--- src/rtl/ir_frame_ctrl.sv ---
// ir_frame_ctrl: IR receive-path frame sequencer.
//
// Measures each high interval on the IR line, classifies it as a leader,
// a 1-bit, a 0-bit or a timeout, and assembles NBITS bits MSB-first into a
// frame. The frame is offered downstream with a valid/ready handshake.
//
// Ports:
//   clk_i          single rising-edge clock
//   reset_i        synchronous, active-high reset
//   ir_i           raw asynchronous IR line
//   frame_ready_i  downstream accepts the frame
//   frame_o        assembled frame, MSB = first bit received
//   frame_valid_o  frame available, held until accepted
//   busy_o         high while a frame is being received
//   error_o        one-cycle pulse on a timeout during reception
//   overrun_o      one-cycle pulse when a leader arrives while a frame is pending

module ir_frame_ctrl #(
    parameter int unsigned NBITS         = 32,
    parameter int unsigned ONE_THRESH    = 1000,
    parameter int unsigned LEADER_THRESH = 1800,
    parameter int unsigned TIMEOUT       = 177127
) (
    input  logic             clk_i,
    input  logic             reset_i,
    input  logic             ir_i,
    input  logic             frame_ready_i,
    output logic [NBITS-1:0] frame_o,
    output logic             frame_valid_o,
    output logic             busy_o,
    output logic             error_o,
    output logic             overrun_o
);

    localparam int unsigned CntW = $clog2(NBITS + 1);
    localparam logic [31:0] SatVal = 32'(TIMEOUT + 1);
    localparam logic [CntW-1:0] LastBit = CntW'(NBITS - 1);

    typedef enum logic [1:0] {StIdle, StRecv, StValid} state_e;

    // Synchronizer and edge-detect delay
    logic ir_meta_q, ir_s_q, ir_q;

    // Interval counter
    logic [31:0] len_q, len_d;

    state_e            state_q, state_d;
    logic [NBITS-1:0]  shift_q, shift_d;
    logic [CntW-1:0]   bit_cnt_q, bit_cnt_d;
    logic [NBITS-1:0]  frame_q, frame_d;
    logic              error_q, error_d;
    logic              overrun_q, overrun_d;

    logic              fall;
    logic              in_range;
    logic              ev_leader;
    logic              ev_bit;
    logic              ev_timeout;
    logic              bit_val;
    logic [NBITS-1:0]  shifted;

    always_ff @(posedge clk_i) begin
        if (reset_i) begin
            ir_meta_q <= 1'b0;
            ir_s_q    <= 1'b0;
            ir_q      <= 1'b0;
        end else begin
            ir_meta_q <= ir_i;
            ir_s_q    <= ir_meta_q;
            ir_q      <= ir_s_q;
        end
    end

    // Saturating at TIMEOUT+1 keeps an endless high from wrapping and
    // re-triggering the timeout.
    always_comb begin
        len_d = 32'd0;
        if (ir_s_q) begin
            len_d = (len_q == SatVal) ? len_q : len_q + 32'd1;
        end
    end

    always_ff @(posedge clk_i) begin
        if (reset_i) begin
            len_q <= 32'd0;
        end else begin
            len_q <= len_d;
        end
    end

    // len_q still holds the high-cycle count in the cycle the fall is seen.
    assign fall       = ~ir_s_q & ir_q;
    assign in_range   = (len_q <= TIMEOUT);
    assign ev_leader  = fall && in_range && (len_q > LEADER_THRESH);
    assign ev_bit     = fall && in_range && (len_q <= LEADER_THRESH);
    assign bit_val    = (len_q > ONE_THRESH);
    assign ev_timeout = ir_s_q && (len_q == TIMEOUT);
    assign shifted    = (shift_q << 1) | NBITS'(bit_val);

    always_comb begin
        state_d   = state_q;
        shift_d   = shift_q;
        bit_cnt_d = bit_cnt_q;
        frame_d   = frame_q;
        error_d   = 1'b0;
        overrun_d = 1'b0;
        unique case (state_q)
            StIdle: begin
                if (ev_leader) begin
                    state_d   = StRecv;
                    shift_d   = '0;
                    bit_cnt_d = '0;
                end
            end
            StRecv: begin
                if (ev_timeout) begin
                    error_d   = 1'b1;
                    state_d   = StIdle;
                    shift_d   = '0;
                    bit_cnt_d = '0;
                end else if (ev_leader) begin
                    shift_d   = '0;
                    bit_cnt_d = '0;
                end else if (ev_bit) begin
                    shift_d = shifted;
                    if (bit_cnt_q == LastBit) begin
                        frame_d   = shifted;
                        bit_cnt_d = '0;
                        state_d   = StValid;
                    end else begin
                        bit_cnt_d = bit_cnt_q + CntW'(1);
                    end
                end
            end
            StValid: begin
                // The pending frame wins; a new leader is only reported.
                if (ev_leader) begin
                    overrun_d = 1'b1;
                end
                if (frame_ready_i) begin
                    state_d = StIdle;
                end
            end
            default: begin
                state_d = StIdle;
            end
        endcase
    end

    always_ff @(posedge clk_i) begin
        if (reset_i) begin
            state_q   <= StIdle;
            shift_q   <= '0;
            bit_cnt_q <= '0;
            frame_q   <= '0;
            error_q   <= 1'b0;
            overrun_q <= 1'b0;
        end else begin
            state_q   <= state_d;
            shift_q   <= shift_d;
            bit_cnt_q <= bit_cnt_d;
            frame_q   <= frame_d;
            error_q   <= error_d;
            overrun_q <= overrun_d;
        end
    end

    assign frame_o       = frame_q;
    assign frame_valid_o = (state_q == StValid);
    assign busy_o        = (state_q == StRecv);
    assign error_o       = error_q;
    assign overrun_o     = overrun_q;

endmodule

--- config.mk ---
export PLATFORM = sky130hd
export DESIGN_NAME = ir_frame_ctrl
export DESIGN_NICKNAME = d
export VERILOG_FILES = /design/src/rtl/ir_frame_ctrl.sv
export SDC_FILE = /design/constraint.sdc
export NUM_CORES = 1
export LEC_CHECK = 0
export BUFFER_PORTS_ARGS = -buffer_cell sky130_fd_sc_hd__buf_2
export CORE_MARGIN = 1
export CORE_UTILIZATION = 48
export DETAILED_ROUTE_END_ITERATION = 10
export HOLD_SLACK_MARGIN = 0.15
export MAX_ROUTING_LAYER = met4
export PLACE_DENSITY = 0.67
export SYNTH_ARGS = -nofsm -noshare
export SYNTH_HDL_FRONTEND = slang
export SYNTH_SLANG_ARGS = --single-unit
--- constraint.sdc ---
create_clock -name clk_i -period 3.4 [get_ports clk_i]
set_clock_uncertainty 0.15 [all_clocks]
set_input_delay 0.34 -clock clk_i [delete_from_list [all_inputs] [get_ports clk_i]]
set_output_delay 0.34 -clock clk_i [all_outputs]
set_load 0.05 [all_outputs]
[Word level (Yosys, flattened, before mapping)]
Index checks and enable logic that the tools add are counted.
Storage, ports and cells
  register bits: 108
  output and inout bits: 36
Cells by class
  add/sub/neg operators: 2
  magnitude comparators: 4
  equal/unequal tests: 11
  multiplexer cells: 20
  bitwise logic cells: 7
  reductions and logical operators: 12
Operator list (count)
  $mux W31: 4
  $eq A32 B18 Y1 const B: 2
  $pmux W31 S2: 1
  $add A32 B1 Y32 const B: 1
  $gt A32 B10 Y1 const B: 1
  $gt A32 B11 Y1 const B: 1
  $le A32 B11 Y1 const B: 1
  $le A32 B18 Y1 const B: 1
  $or A32 B1 Y32: 1
  $mux W6: 5
  $mux W2: 6
  $pmux W6 S2: 1
  $reduce_and A5 Y1: 2
  $add A6 B1 Y6 const B: 1
  $eq A6 B5 Y1 const B: 1
  $ne A3 B1 Y1 const B: 2
  $pmux W2 S3: 1
  $reduce_or A2 Y1: 3
  $not A1 Y1: 5
  $logic_and A1 B1 Y1: 4
  $ne A2 B2 Y1 const B: 2
  $ne A4 B1 Y1 const B: 1
  $ne A3 B2 Y1 const B: 1
  $reduce_and A3 Y1: 1
  other kinds (6): 7

[Longest topological paths before layout]
Gate-level depths: netlist of run 1.
  depth in word-level cells: 8
  gate-level depth with buffers: 9
  gate-level depth less buffers: 8

[Worst setup path after synthesis of run 1]
OpenSTA, ideal clock, no wires.
  path type: reg-to-reg
  start point: reg len_q[11]
  end point: reg shift_q[0]
  library setup time: 0.117 ns
  data arrival time: 2.334 ns
  required time: 3.133 ns
  slack: 0.799 ns
  stages on the path, launching flop included: 9
  buffers on the path: 2
  clock period less this slack: 2.601 ns
  path through: dfxtp_1 buf_2 or3_1 or4_4 nor4_4 a211oi_1 nor4b_4 buf_4 a22o_1
On the way
  cells in the longest elaborated chain, start to end: 6
  elaborated cells on any way between the ends: 17
RTL lines
  start, declared: RTL line 45  | logic [31:0] len_q, len_d;
  start signal, assigned: RTL line 87  | len_q <= len_d;
  $gt A32 B10 Y1 or $le A32 B18 Y1 (tied branches): RTL line 96, 93
  $or A32 B1 Y32 or $logic_and A1 B1 Y1 (tied branches): RTL line 98, 94, 95
  $mux W31 or $logic_and A1 B1 Y1 (tied branches): RTL line 124, 94
  $mux W31: RTL line 121  | end else if (ev_leader) begin
  $mux W31: RTL line 116  | if (ev_timeout) begin
  $pmux W31 S2: RTL line 107  | unique case (state_q)
  end signal, assigned: RTL line 160  | shift_q <= shift_d;
  end, declared: RTL line 48  | logic [NBITS-1:0] shift_q, shift_d;
Several ways; a longest one is shown, not always the timed one. The select of a mux whose other input is x is not followed.
A chain may end at the register's enable or synchronous reset.

[Worst setup path after layout of run 1]
  start point: reg len_q[10]
  end point: reg frame_q[23] (netlist: frame_o[23])
On the way
  cells in the longest elaborated chain, start to end: 5
  elaborated cells on any way between the ends: 11
RTL lines
  $le A32 B18 Y1: RTL line 93  | assign in_range = (len_q <= TIMEOUT);
  $logic_and A1 B1 Y1: RTL line 94, 95
  $logic_and A1 B1 Y1: RTL line 94  | assign ev_leader = fall && in_range && (len_q > LEADER_THRESH);
  $not A1 Y1 (no line)
  $reduce_and A5 Y1 (no line) *
  end signal, assigned: RTL line 162  | frame_q <= frame_d;
  end, declared: RTL line 50  | logic [NBITS-1:0] frame_q, frame_d;
Mark *: on every way between the ends. The rest lies on a longest branch, timed or not.

==> impl_metrics.ini, run 1 <==
[outcome]
status = complete, no violations

[setup_path]
reg2reg_depth = 6
critPathKind = reg2reg
critPathLaunchType = flop
cp_data_required_time_ns = 3.53
regToRegStartpoint = len_q[10]
cp_max_fo = 32
r2r_slack_ns = 0.27
endpoint_kind = flop
r2r-end = frame_o[23]
critical_path_arrival_ns = 3.26

[drt]
wl_per_cell_um = 14.6
antenna_left = 0
dr_total_vias = 3623
firstDrtPassIters = 4
drt_iter0_markers = 219
wirelength_um = 9320
drc_errors = 0
viasPerCell = 5.68

[yosys]
synth_edf_count = 0
syn_inst = 495
ys_types = 44
synthFlopType = dfxtp_1
synth_warnings = 0
syn_area_mm2 = 0.00444
postSynthRegisterBits = 108
avgSynthCellArea_um2 = 8.97
ys_async_sr_fraction_pct = 0
seq_area_frac_synth_pct = 48.7
syn_nets = 502

[place]
io_buffers = 39
routabilityCongestion = 0.850
hpwl_um = 6150

[clock_network]
cts_resized = 0
cts_tree = done
htree_levels = 3
numCtsBuffers = 9
clockBufferDepth = 2
root_buffer = clkbuf_8
clock-sinks = 108
path_clk_slew_ns = 0.11
insertion_delay_ns = 0.36

[timing]
worst_pin_slew_ns = 0.893
finalSetupViolCount = 0
max_freq_mhz = 319
drv_slew = 0
finalHoldViolations = 0
grt_setup_unrepaired = false
setup_tns_ns = 0
maxSlewHeadroom_pct = 40.5
period_share_pct = 92.1
fin_crit_ns = 3.13

[min_path]
min_path_cells = 1
hold_end = ir_s_q
hp-class = reg2reg
hold_start = ir_meta_q

[global_route]
grt_overflow_total = 0
antenna_found_initial = 0
grt_pass1_wl_um = 15900
gr-usage-all-layers_pct = 20.6
grt_max_degree = 44
grt_pass1_vias = 3427

[finish]
drive_gt1_share_pct = 13.6
layout_common_cells = dfxtp_1, nand3_1, nor2_1
diodes = 0
syn_to_final_growth_pct = 11.0
fin_nets = 532
fin_util_pct = 55.7
n_fill_cell = 818
layout_commonest_cell = dfxtp_1

[power]
seqPwrFrac_pct = 61.4
swShare_pct = 24.3
p_switching_mw = 0.502
p_clk_share_pct = 37.3
max-vdd-ir-drop_v = 0.000207
pwr_density_cell_mw_per_mm2 = 419
comb_power_share_pct = 1.4
p_leak_nw = 1.73
p_int_mw = 1.56

[floorplan]
die_w_um = 98.2
io_pins = 40
dieArea_mm2 = 0.00964
rows = 34
start_util_pct = 50.2
die_y_um = 98.2
core-area_mm2 = 0.00885

[job]
cap_viol_max_count = 0
logic make-up after synthesis:
family / synth area share [%]
buf+inv: 4.76
fa+ha+maj: 0.845
mux: 0.451
compound gates: 20.1
xor+xnor: 5.13
simple gates: 20.0
flops: 48.7
worst max path at each step:
stage	startpoint	endpoint	cells after the start
floorplan	len_q[11]	shift_q[0]	8
global placement	len_q[31]	frame_o[5]	6
detailed placement	len_q[10]	frame_o[23]	6
CTS	len_q[10]	frame_o[23]	6
global route	len_q[15]	frame_o[28]	6
finish	len_q[10]	frame_o[23]	6
final cells by class:
class / count / area, um2 / share of cell area [%]
clock buffer: 9 / 124 / 2.51
clock inverter: 7 / 77.6 / 1.57
inverter: 18 / 67.6 / 1.37
multi-input combinational: 337 / 2070 / 42.1
sequential: 108 / 2160 / 43.8
tap: 108 / 135 / 2.74
timing repair buffer: 51 / 290 / 5.89
power by group through the flow:
| stage | clock [mW] | combinational [mW] | sequential, mW |
|---|---|---|---|
| after detailed placement | 0 | 0.0264 | 1.30 |
| after global routing | 0.839 | 0.0312 | 1.27 |
| after global placement | 0 | 0.0261 | 1.30 |
| after CTS | 0.792 | 0.0281 | 1.27 |
| final | 0.770 | 0.0280 | 1.27 |
| after floorplan | 0 | 0.0193 | 1.30 |
timing repair:
action,4_1_cts,5_1_grt
hold endpoints to repair,2,0
hold buffers,2,0
buffers inserted,0,0
layer usage:
| layer | share of wire (%) | global-route usage, % |
|---|---|---|
| met2 | 44 | 31.3 |
| met4 | 1.4 | 6.77 |
| met1 | 50 | 27.6 |
| met5 | 0 | - |
| met3 | 4.1 | 4.15 |
critical path, stage by stage, from the launching register on:
cell and delay (ns):
dfxtp_1 0.36, or3_1 0.39, or4_4 0.46, nor4_4 0.49, a211o_1 0.79, o21ai_0 0.21
a21oi_1 0.19
state kept, by name, summed over array words and instances, names as in the netlist:
register,count
len_q,32
frame_o,32
bit_cnt_q,6
shift_q,31
ir_meta_q,1
overrun_o,1
ir_q,1
state_q,2
ir_s_q,1
error_o,1
per-stage QoR:
stage	setup WS [ns]	power, mW	hold slack (ns)	area [um2]	cells
after detailed placement	0.344	1.32	0.283	4710	620
after floorplan	0.799	1.32	0.264	4440	495
after global placement	0.438	1.32	0.273	4710	620
after global routing	0.0721	2.14	0.316	4930	638
after CTS	0.305	2.09	0.310	4930	638
final	0.268	2.07	0.305	4930	638
Yosys cell counts (all sizes together), types with 3 or more instances:
master / n / area share [%]
nor3: 5 / 0.56
nand3: 47 / 5.3
a31oi: 3 / 0.42
nor2: 46 / 3.9
nand2: 17 / 1.4
and3: 6 / 0.85
nor2b: 3 / 0.42
dfxtp: 108 / 49
or3: 6 / 0.85
xor2: 10 / 2.0
a22o: 32 / 6.3
clkbuf: 17 / 1.4
o211ai: 6 / 1.0
ha: 3 / 0.85
nor4: 13 / 2.2
xnor2: 16 / 3.2
inv: 18 / 1.5
buf: 15 / 1.8
nand2b: 4 / 0.56
o21ai: 41 / 4.6
and4: 3 / 0.59
a211oi: 3 / 0.62
a21oi: 43 / 4.8
nand4: 8 / 1.1
Power figures use the tool's default switching activity.
==> run 2, diff against run 1 <==
--- a/config.mk
+++ b/config.mk
@@ -5,13 +5,15 @@
 export SDC_FILE = /design/constraint.sdc
 export NUM_CORES = 1
 export LEC_CHECK = 0
+export ABC_AREA = 1
 export BUFFER_PORTS_ARGS = -buffer_cell sky130_fd_sc_hd__buf_2
 export CORE_MARGIN = 1
 export CORE_UTILIZATION = 48
 export DETAILED_ROUTE_END_ITERATION = 10
 export HOLD_SLACK_MARGIN = 0.15
 export MAX_ROUTING_LAYER = met4
-export PLACE_DENSITY = 0.67
+export PLACE_DENSITY = 0.66
+export REMOVE_ABC_BUFFERS = 1
 export SYNTH_ARGS = -nofsm -noshare
 export SYNTH_HDL_FRONTEND = slang
 export SYNTH_SLANG_ARGS = --single-unit
==> impl_metrics.ini, run 2 <==
[setup_path]
cp_num_buf_inv = 3
cp_top_family = simple AND/OR/NAND/NOR gates
cp_data_required_time_ns = 3.58
critPathLaunchType = flop
critPathKind = reg2reg
cp_slowest_cell = dlygate4sd3_1
cp_max_fo = 32
cpPeakStageDelay_ns = 0.55
path_cells = ha_1, nand2_1, inv_1, nand3_1, nor2_4, nand2_1, nand3_2, nand3_1, nor2_4, inv_2, a21oi_1, dlygate4sd3_1
endpoint_kind = flop
critical_path_arrival_ns = 3.18

[timing]
fin_crit_ns = 3.00
grt_setup_unrepaired = false
maxSlewHeadroom_pct = 46.6
drv_slew = 0
setup_tns_ns = 0
finalHoldViolations = 0
worst_pin_slew_ns = 0.797
finalSetupViolCount = 0
max_freq_mhz = 334
period_share_pct = 88.1

[global_route]
grt_overflow_total = 0
grt_max_degree = 45
gr-usage-all-layers_pct = 22.9
antenna_found_initial = 0
grt_pass1_wl_um = 19800
grt_pass1_vias = 4382

[power]
p_leak_nw = 2.31
max-vdd-ir-drop_v = 0.000252
pwr_density_cell_mw_per_mm2 = 381

[yosys]
syn_area_mm2 = 0.00503
synth_area_leaders = dfxtp_1, nor2_1, nand3_1
syn_inst = 739
postSynthRegisterBits = 108
synth_most_common_cell = nor2_1
synthTopCellsByCount = nor2_1, dfxtp_1, nand2_1
ys_types = 32
synth_top_area_share_pct = 43.0
synth_edf_count = 0
synth_warnings = 0
ys_async_sr_fraction_pct = 0
synthFlopType = dfxtp_1
avgSynthCellArea_um2 = 6.81
synth_top_cell_by_area = dfxtp_1
seq_area_frac_synth_pct = 43.0

[clock_network]
clockBufferDepth = 2
htree_levels = 3
clock-sinks = 108
cts_tree = done
cts_resized = 0
cts_setup_buffers = 0
root_buffer = clkbuf_8
numCtsBuffers = 9
insertion_delay_ns = 0.38
path_clk_slew_ns = 0.10
postCtsHoldBufs = 4

[outcome]
status = complete, no violations

[finish]
syn_to_final_growth_pct = 9.10
layout_common_cells = nor2_1, nand2_1, dfxtp_1
stdcell_count = 906
diodes = 0
fin_nets = 773
drive_gt1_share_pct = 10.3
fin_util_pct = 53.7
layout_commonest_cell = nor2_1
n_fill_cell = 1013

[min_path]
hp-class = in2reg

[drt]
antenna_left = 0
viasPerCell = 5.14
drt_iter0_markers = 253
wirelength_um = 11100
drc_errors = 0
firstDrtPassIters = 5
wl_per_cell_um = 12.3
dr_total_vias = 4654

[job]
cap_viol_max_count = 0

[place]
io_buffers = 39
routabilityCongestion = 0.885
dp.cells = 887
hpwl_um = 7470

[floorplan]
core-area_mm2 = 0.0102
die_w_um = 104
die_y_um = 104
io_pins = 40
rows = 37
dieArea_mm2 = 0.0109
start_util_pct = 49.2
-- run 2: path summary, 6_finish.rpt --
check                 from          to  slack [ns]  depth (start not counted)
max               len_q[0]  state_q[1]        0.40                         12
min          frame_ready_i  state_q[0]        0.21                          5
max reg2reg       len_q[0]  state_q[1]        0.40                         12
min reg2reg      ir_meta_q      ir_s_q        0.29                          2
-- run 2: worst reg2reg max path: stages (launching register included) --
cell and delay, ns:
dfxtp_1 0.41, ha_1 0.20, nand2_1 0.13, inv_1 0.10, nand3_1 0.12, nor2_4 0.14
nand2_1 0.09, nand3_2 0.10, nand3_1 0.14, nor2_4 0.32, inv_2 0.32, a21oi_1 0.19
dlygate4sd3_1 0.55
-- run 2: cells by family (layout without fill, tap and decap cells) --
| kind of cell | Yosys count | after routing | synth area share (%) |
|---|---|---|---|
| DFF | 108 | 108 | 43.0 |
| buffers and inverters | 97 | 128 | 8.55 |
| adders and majority gates | 3 | 3 | 0.746 |
| and+or+nand+nor | 441 | 441 | 38.3 |
| AOI/OAI and AO/OA | 87 | 87 | 8.93 |
| xor gates and xnor gates | 3 | 3 | 0.522 |
-- run 2: cell type report --
cell class	instances	area [um2]	share of cell area [%]
clock buffer	10	128	2.33
clock inverter	5	61.3	1.12
inverter	65	244	4.44
multi-input combinational	534	2440	44.4
sequential	108	2160	39.4
tap	136	170	3.10
timing repair buffer	48	285	5.20
-- run 2: where the power goes --
group | internal, mW | leakage, nW | total [mW] | switching, mW
combinational | 0.0145 | 1.34 | 0.0410 | 0.0265
sequential | 1.27 | 0.870 | 1.27 | 0.000934
clock | 0.341 | 0.0967 | 0.784 | 0.442
total | 1.62 | 2.31 | 2.09 | 0.470
-- run 2: metal layers --
| metal | vias to the layer above | GRT usage, % | part of all wire [%] |
|---|---|---|---|
| li1 | 2429 | - | - |
| met1 | 2111 | 29.7 | 50 |
| met2 | 93 | 35.3 | 44 |
| met3 | 21 | 3.20 | 3.7 |
| met4 | 0 | 10.7 | 2.4 |
| met5 | - | - | 0 |
-- run 2: per-stage QoR --
stage / setup WS (ns) / cell area [um2] / power (mW) / hold WS, ns
after floorplan: 0.697 / 4840 / 1.32 / 0.238
after global placement: 0.762 / 5260 / 1.33 / 0.266
after detailed placement: 0.658 / 5260 / 1.33 / 0.269
after CTS: 0.399 / 5490 / 2.12 / 0.199
after global routing: 0.136 / 5490 / 2.17 / 0.235
final: 0.405 / 5490 / 2.09 / 0.206
==> run 3, diff against run 2 <==
--- a/config.mk
+++ b/config.mk
@@ -11,7 +11,6 @@
 export CORE_UTILIZATION = 48
 export DETAILED_ROUTE_END_ITERATION = 10
 export HOLD_SLACK_MARGIN = 0.15
-export MAX_ROUTING_LAYER = met4
 export PLACE_DENSITY = 0.66
 export REMOVE_ABC_BUFFERS = 1
 export SYNTH_ARGS = -nofsm -noshare
==> impl_metrics.ini, run 3 (same netlist as run 2, synthesis figures left out) <==
[floorplan]
die_w_um = 104
start_util_pct = 49.2
rows = 37
dieArea_mm2 = 0.0109
core-area_mm2 = 0.0102
io_pins = 40
die_y_um = 104

[timing]
grt_setup_unrepaired = false
finalSetupViolCount = 0
worst_pin_slew_ns = 0.791
finalHoldViolations = 0
setup_tns_ns = 0
max_freq_mhz = 334
drv_slew = 0
maxSlewHeadroom_pct = 46.9
fin_crit_ns = 3.00
period_share_pct = 88.1

[finish]
syn_to_final_growth_pct = 9.10
finalInstanceArea_mm2 = 0.00549
layout_common_cells = nor2_1, nand2_1, dfxtp_1
drive_gt1_share_pct = 10.3
diodes = 0
layout_commonest_cell = nor2_1
fin_util_pct = 53.7
fin_nets = 773

[power]
max-vdd-ir-drop_v = 0.000252
p_leak_nw = 2.31
pwr_density_cell_mw_per_mm2 = 380

[clock_network]
insertion_delay_ns = 0.38
clockBufferDepth = 2
numCtsBuffers = 9
clock-sinks = 108
path_clk_slew_ns = 0.10
cts_tree = done
root_buffer = clkbuf_8
cts_setup_buffers = 0
htree_levels = 3

[global_route]
grt_pass1_vias = 4378
gr-usage-all-layers_pct = 22.2
antenna_found_initial = 0
grt_pass1_wl_um = 19800
grt_max_degree = 45
grt_overflow_total = 0

[drt]
drc_errors = 0
firstDrtPassIters = 5
drt_iter0_markers = 245
viasPerCell = 5.12
dr_total_vias = 4638
wirelength_um = 11100
wl_per_cell_um = 12.2
antenna_left = 0

[setup_path]
r2r_slack_ns = 0.40
critical_path_arrival_ns = 3.18
endpoint_kind = flop
cp_data_required_time_ns = 3.58
critPathKind = reg2reg
critPathLaunchType = flop
cp_max_fo = 32

[place]
dpl_cell_area_mm2 = 0.00526
io_buffers = 39
hpwl_um = 7470
routabilityCongestion = 0.870

[outcome]
status = complete, no violations

[min_path]
hp-class = in2reg

[job]
cap_viol_max_count = 0
## run 3: path summary, 6_finish.rpt
path / from / to / cells after the start
max: len_q[0] / state_q[1] / 12
min: frame_ready_i / state_q[0] / 5
max reg2reg: len_q[0] / state_q[1] / 12
min reg2reg: ir_meta_q / ir_s_q / 2
## run 3: where the power goes
group	internal, mW	switching (mW)	total, mW
Sequential	1.27	0.000934	1.27
Combinational	0.0145	0.0265	0.0410
Clock	0.341	0.440	0.781
Total	1.62	0.467	2.09
## run 3: through the flow
step / std cells / power, mW / setup WS (ns) / hold WS, ns
6_report: 906 / 2.09 / 0.405 / 0.209
3_5_place_dp: 887 / 1.33 / 0.658 / 0.269
2_1_floorplan: 707 / 1.32 / 0.697 / 0.238
5_1_grt: 906 / 2.17 / 0.136 / 0.235
3_3_place_gp: 887 / 1.33 / 0.762 / 0.266
4_1_cts: 906 / 2.12 / 0.399 / 0.199
## run 3: worst max-delay path, cell delays in order, from the launching register on
cell	delay, ns
dfxtp_1	0.41
ha_1	0.20
nand2_1	0.13
inv_1	0.10
nand3_1	0.12
nor2_4	0.14
nand2_1	0.09
nand3_2	0.10
nand3_1	0.14
nor2_4	0.32
inv_2	0.32
a21oi_1	0.19
dlygate4sd3_1	0.55
## run 3: what timing repair did
item                                   4_1_cts  5_1_grt
endpoints found under the hold margin        4        0
gates resized for setup                      0        0
hold buffers                                 4        0
## run 3: metal layers
layer | routed length [um] | part of all wire, % | global-route usage (%)
met5 | 0 | 0 | 0
met4 | 278 | 2.5 | 10.7
met3 | 376 | 3.4 | 3.20
met2 | 4920 | 44 | 35.3
met1 | 5510 | 50 | 29.6
## run 3: final cells by class
class	instances	area (um2)
clock inverter	5	61.3
clock buffer	10	128
tap	136	170
multi-input combinational	534	2440
inverter	65	244
sequential	108	2160
fill	1013	4740
timing repair buffer	48	285
